==> config.mk <==
export PLATFORM = sky130hd
export DESIGN_NAME = uart_tx_sched
export DESIGN_NICKNAME = d
export VERILOG_FILES = /design/src/rtl/uart_tx_sched.sv
export SDC_FILE = /design/constraint.sdc
export NUM_CORES = 1
export LEC_CHECK = 0
export CAP_MARGIN = 20
export CORE_ASPECT_RATIO = 0.7
export CORE_UTILIZATION = 41
export CTS_BUF_LIST = sky130_fd_sc_hd__clkbuf_2
export CTS_CLUSTER_SIZE = 20
export DETAILED_ROUTE_END_ITERATION = 7
export MAX_ROUTING_LAYER = met4
export PLACE_DENSITY = 0.82
export SLEW_MARGIN = 20
export SYNTH_ARGS = -nofsm -noshare
export SYNTH_HDL_FRONTEND = slang
export SYNTH_SLANG_ARGS = --single-unit
export TNS_END_PERCENT = 100
==> constraint.sdc <==
create_clock -name i_clk -period 2.49 [get_ports i_clk]
set_input_delay 0.498 -clock i_clk [delete_from_list [all_inputs] [get_ports i_clk]]
set_output_delay 0.498 -clock i_clk [all_outputs]
set_load 0.05 [all_outputs]
==> src/rtl/uart_tx_sched.sv <==
// UART transmit FIFO controller: round-robin write arbitration between two
// byte requesters, registered-read drain into the transmitter, and flush.
module uart_tx_sched #(
   parameter int unsigned WIDTH     = 8,
   parameter int unsigned CNT_WIDTH = 16
) (
   input  logic                 i_clk,
   input  logic                 i_rst,
   input  logic                 i_req0_valid,
   input  logic [WIDTH-1:0]     i_req0_data,
   output logic                 o_req0_ready,
   input  logic                 i_req1_valid,
   input  logic [WIDTH-1:0]     i_req1_data,
   output logic                 o_req1_ready,
   output logic                 o_fifo_wr_en,
   output logic [WIDTH-1:0]     o_fifo_wr_data,
   input  logic                 i_fifo_full,
   output logic                 o_fifo_rd_en,
   input  logic [WIDTH-1:0]     i_fifo_rd_data,
   input  logic                 i_fifo_rd_valid,
   input  logic                 i_fifo_empty,
   output logic                 o_tx_valid,
   output logic [WIDTH-1:0]     o_tx_data,
   input  logic                 i_tx_ready,
   input  logic                 i_flush,
   output logic                 o_busy,
   output logic [CNT_WIDTH-1:0] o_tx_count
);

   typedef enum logic [1:0] {
      S_IDLE   = 2'd0,
      S_RDWAIT = 2'd1,
      S_HOLD   = 2'd2,
      S_FLUSH  = 2'd3
   } state_t;

   state_t               state_q, state_d;
   logic                 ptr_q, ptr_d;
   logic [WIDTH-1:0]     hold_q, hold_d;
   logic [CNT_WIDTH-1:0] cnt_q, cnt_d;
   logic                 rd_en;
   logic                 flushing;
   logic                 grant0, grant1;
   logic                 acc0, acc1;

   always_ff @(posedge i_clk) begin
      if (i_rst) begin
         state_q <= S_IDLE;
         ptr_q   <= 1'b0;
         hold_q  <= '0;
         cnt_q   <= '0;
      end else begin
         state_q <= state_d;
         ptr_q   <= ptr_d;
         hold_q  <= hold_d;
         cnt_q   <= cnt_d;
      end
   end

   // Drain FSM: one read per byte, flush preempts any held byte.
   always_comb begin
      state_d = state_q;
      hold_d  = hold_q;
      cnt_d   = cnt_q;
      rd_en   = 1'b0;
      case (state_q)
         S_IDLE: begin
            if (i_flush) begin
               state_d = S_FLUSH;
            end else if (!i_fifo_empty) begin
               rd_en   = 1'b1;
               state_d = S_RDWAIT;
            end
         end
         S_RDWAIT: begin
            if (i_flush) begin
               state_d = S_FLUSH;
            end else if (i_fifo_rd_valid) begin
               hold_d  = i_fifo_rd_data;
               state_d = S_HOLD;
            end else begin
               state_d = S_IDLE;
            end
         end
         S_HOLD: begin
            if (i_flush) begin
               state_d = S_FLUSH;
            end else if (i_tx_ready) begin
               cnt_d   = cnt_q + CNT_WIDTH'(1);
               state_d = S_IDLE;
            end
         end
         S_FLUSH: begin
            rd_en = !i_fifo_empty;
            if (i_fifo_empty) begin
               state_d = S_IDLE;
            end
         end
         default: state_d = S_IDLE;
      endcase
   end

   // Round-robin write arbitration; pointer flips only on an accepted write.
   always_comb begin
      flushing = i_flush | (state_q == S_FLUSH);
      grant0   = i_req0_valid & (~i_req1_valid | ~ptr_q);
      grant1   = i_req1_valid & ~grant0;
      acc0     = grant0 & ~i_fifo_full & ~flushing & ~i_rst;
      acc1     = grant1 & ~i_fifo_full & ~flushing & ~i_rst;
      ptr_d    = ptr_q;
      if (acc0) begin
         ptr_d = 1'b1;
      end else if (acc1) begin
         ptr_d = 1'b0;
      end
   end

   assign o_req0_ready   = acc0;
   assign o_req1_ready   = acc1;
   assign o_fifo_wr_en   = acc0 | acc1;
   assign o_fifo_wr_data = i_rst ? '0 : (grant1 ? i_req1_data : i_req0_data);
   assign o_fifo_rd_en   = rd_en & ~i_rst;
   assign o_tx_valid     = (state_q == S_HOLD);
   assign o_tx_data      = hold_q;
   assign o_tx_count     = cnt_q;
   assign o_busy         = ~i_rst & ((state_q != S_IDLE) | ~i_fifo_empty);

endmodule

==> results.txt <==
----------------------------------------------------
[Floorplan]
  Cell row count ... 17
  Die X ... 71.9 um
  Starting utilization of the core area ... 43.7%
  Number of placed I/O pins ... 71
  Area of the die ... 0.00366 mm2
  Height of the die ... 50.9 um
  Core box area ... 0.00321 mm2

[Critical path]
  Worst reg-to-reg path cell count ... 6
  CP max stage cell ... clkdlybuf4s50_1
  Buffers and inverters on the worst path ... 4
  Chain of cells forming the critical path ... clkdlybuf4s50_1 -> inv_1 -> o21ai_2 -> buf_4 -> mux2i_1 -> nor2_1 -> buf_12
  Element type at the critical path start ... input port
  RR Startpoint ... state_q[0]$_SDFFE_PP0P_
  Cell family contributing the most delay on the critical path ... buffers and inverters
  Data required, critical path ... 1.99 ns
  Maximum fanout count along the critical path ... 5
  Maximum single-stage delay on the critical path ... 0.50 ns
  Worst path depth ... 7
  Nature of the critical path endpoint ... output port
  Critical path class ... in2out
  Endpoint of the worst register-to-register path ... o_tx_count[15]$_SDFFE_PP0P_
  FF-to-FF setup slack ... 0.53 ns
  Data arrival at the endpoint of the critical path ... 1.85 ns

[Synthesis]
  Main combinational cell family by area after synthesis ... simple AND/OR/NAND/NOR gates
  Mapped Cells ... 162
  Share of synthesized area occupied by flip-flops and latches ... 38.5%
  Post-synthesis net count ... 200
  Cell area after synthesis ... 0.00140 mm2
  Post-synth EDFFs ... 0
  Yosys synthesis warning count ... 0
  Post-synth cell types ... 32
  Synthesized area per cell ... 8.66 um2
  Async set-or-reset flop fraction in the synthesized netlist ... 0%
  Simple-gate share of the synthesized area ... 26.9%
  Main synth FF type ... dfxtp_1
  Fraction of synthesized cell area in xor and xnor cells ... 6.24%
  Post-synthesis share of cell area spent on full adders, half adders and majority gates ... 4.46%
  Multiplexer area fraction after synthesis ... 12.1%
  Post-synthesis sequential element count ... 27
  Share of the synthesized area in compound gates (AO/OA/AOI/OAI) ... 8.12%
  Top cell type's share of synthesized area ... 38.5%
  Leading post-synthesis cells by cell area ... dfxtp_1 (39%), mux2i_1 (12%), nor2_1 (8.3%)
  Cell taking the most area after synthesis ... dfxtp_1

[STA]
  Post-layout min period ... 2.35 ns
  RSZ-0062 raised after global routing ... false
  Peak Freq ... 0.426 GHz
  Share of the cycle needed by the critical path after routing ... 94.2%
  Max Clock Skew ... 0.00156 ns
  Number of hold violations in the final report ... 0
  Slew at the pin closest to its max-slew limit ... 0.531 ns
  Max-slew headroom at the worst pin ... 64.5%
  Slew Viols, Final ... 0
  Total of endpoints with negative setup slack in the final report ... 0
  Sum Neg Setup Slack ... 0 ns
  Post-route worst setup slack ... 0.144 ns
  Worst Hold Slack ... 0.505 ns

[Place]
  Worst Setup Slack post-DPL ... 0.0657 ns
  Buffers added on ports ... 70
  Post-detail-place hpwl ... 3.00 mm
  Gp weighted congestion ... 0.802

[CTS]
  Inserted Clock Buffers ... 3
  Clock Tree Root ... clkbuf_2
  Number of clock sinks ... 27
  Clock slew at the register clock pins of the worst setup and hold paths ... 0.25 ns
  Skew-Pair Late Insertion Delay ... 0.37 ns
  Post-CTS setup-driven buffer insertion count ... 0
  Number of H-tree levels ... 1
  Max Buffers Root-to-Sink ... 2
  Hold buffers post-CTS ... 0
  TritonCTS clock tree ... done

[Finish]
  Commonest non-fill, non-tap cells in the layout ... clkdlybuf4s50_1 (56), nor2_1 (31), dfxtp_1 (27)
  Number of nets at the end of the flow ... 276
  Share of layout cells above drive strength 1 ... 13.5%
  Most common library cell in the layout ignoring fill and taps ... clkdlybuf4s50_1
  Count of inserted antenna diode cells ... 0
  Layout overhead on the synthesized area ... 68.4%

[Job]
  Max Cap Viol ... 0

[Pwr]
  Power density over cell area ... 453 mW/mm2
  Peak supply drop ... 393 uV
  Overall power of the completed layout ... 1070 uW
  Leak ... 0.000984 uW

[Global route]
  Largest net degree at the start of global routing ... 23
  Overall track demand over capacity in global routing ... 22.9%
  Vias in the first global route ... 1417
  Antenna violations before repair ... 0
  Wire length of the first global-routing pass ... 6.31 mm
  Overflow left after global routing ... 0

[Worst hold path]
  Min-Delay Path Depth ... 2
  Sink of the worst hold path ... o_tx_count[15]$_SDFFE_PP0P_
  Worst Hold Launch ... o_tx_count[15]$_SDFFE_PP0P_
  HP Class ... reg2reg

[Route]
  Avg Vias per Cell ... 5.13
  Total number of vias ... 1458
  Post-detailed-routing wire length ... 3.87 mm
  Count of routing violations after the opening detailed-route iteration ... 93
  DRT antenna net count ... 0
  Routed WL per cell ... 13.6 um
  1st-pass router iterations ... 4
  DR DRC count ... 0

[Outcome]
  Result of the run ... finished clean

----------------------------------------------------
## routing by layer
layer	vias up	global-route usage [%]	share of wire, %
met5	-	-	0
met1	683	27.6	48
met4	0	8.82	1.5
met2	48	37.1	45
li1	719	-	-
met3	8	5.92	5.6
## final cells by class
cell class | instances | area [um2]
timing repair buffer | 78 | 887
multi-input combinational | 122 | 833
sequential | 27 | 541
tap | 47 | 58.8
fill | 238 | 850
clock buffer | 3 | 15.0
inverter | 6 | 22.5
clock inverter | 1 | 5.00
## cells in the mapped netlist, drive strengths merged (3+ instances only)
cell type	n
a21oi	9
and4	3
buf	3
clkbuf	4
dfxtp	27
ha	5
inv	6
mux2i	17
nand2	3
nand3	6
nand4	4
nor2	31
nor3	3
nor4	3
o21ai	9
or3	5
xnor2	4
xor2	6
## worst min-delay path, delay by kind of cell, from the launching register on
family	cells	cell delay [ns]
flops	1	0.38
compound gates	2	0.13
## cells by family (layout without fill, tap and decap cells)
kind of cell | Yosys count | after routing
flops | 27 | 27
buf+inv | 13 | 88
simple gates | 69 | 69
mux | 17 | 17
compound gates | 21 | 21
fa+ha+maj | 5 | 5
xor+xnor | 10 | 10
## metrics by stage
step                      util (%)  cell area (um2)  std cells
after floorplan                  -             1410        162
after global placement        72.5             2330        279
after detailed placement      72.5             2330        279
after CTS                     73.1             2350        283
after global routing          73.5             2360        284
final                         73.5             2360        284
## power by group
part           internal (uW)  switching [uW]
sequential               454            18.9
combinational            197             231
clock                   36.4             133
total                    687             383
## sequential cells by signal, summed over array words and instances, names as in the netlist
signal and count:
ptr_q 1, o_tx_data 8, o_tx_count 16, state_q 2
## repair_timing
item	in CTS	in global routing
endpoints found under the setup margin	1	10
gates cloned	0	1
gates resized for setup	1	4
## worst max path at each step
| stage | start | to |
|---|---|---|
| floorplan | i_req0_valid | o_fifo_wr_data[0] |
| global placement | i_req0_valid | o_fifo_wr_data[0] |
| detailed placement | i_req0_valid | o_fifo_wr_data[4] |
| CTS | i_req0_valid | o_fifo_wr_data[4] |
| global route | i_req0_valid | o_fifo_wr_data[0] |
| finish | i_req0_valid | o_fifo_wr_data[4] |
Power figures use the tool's default switching activity.
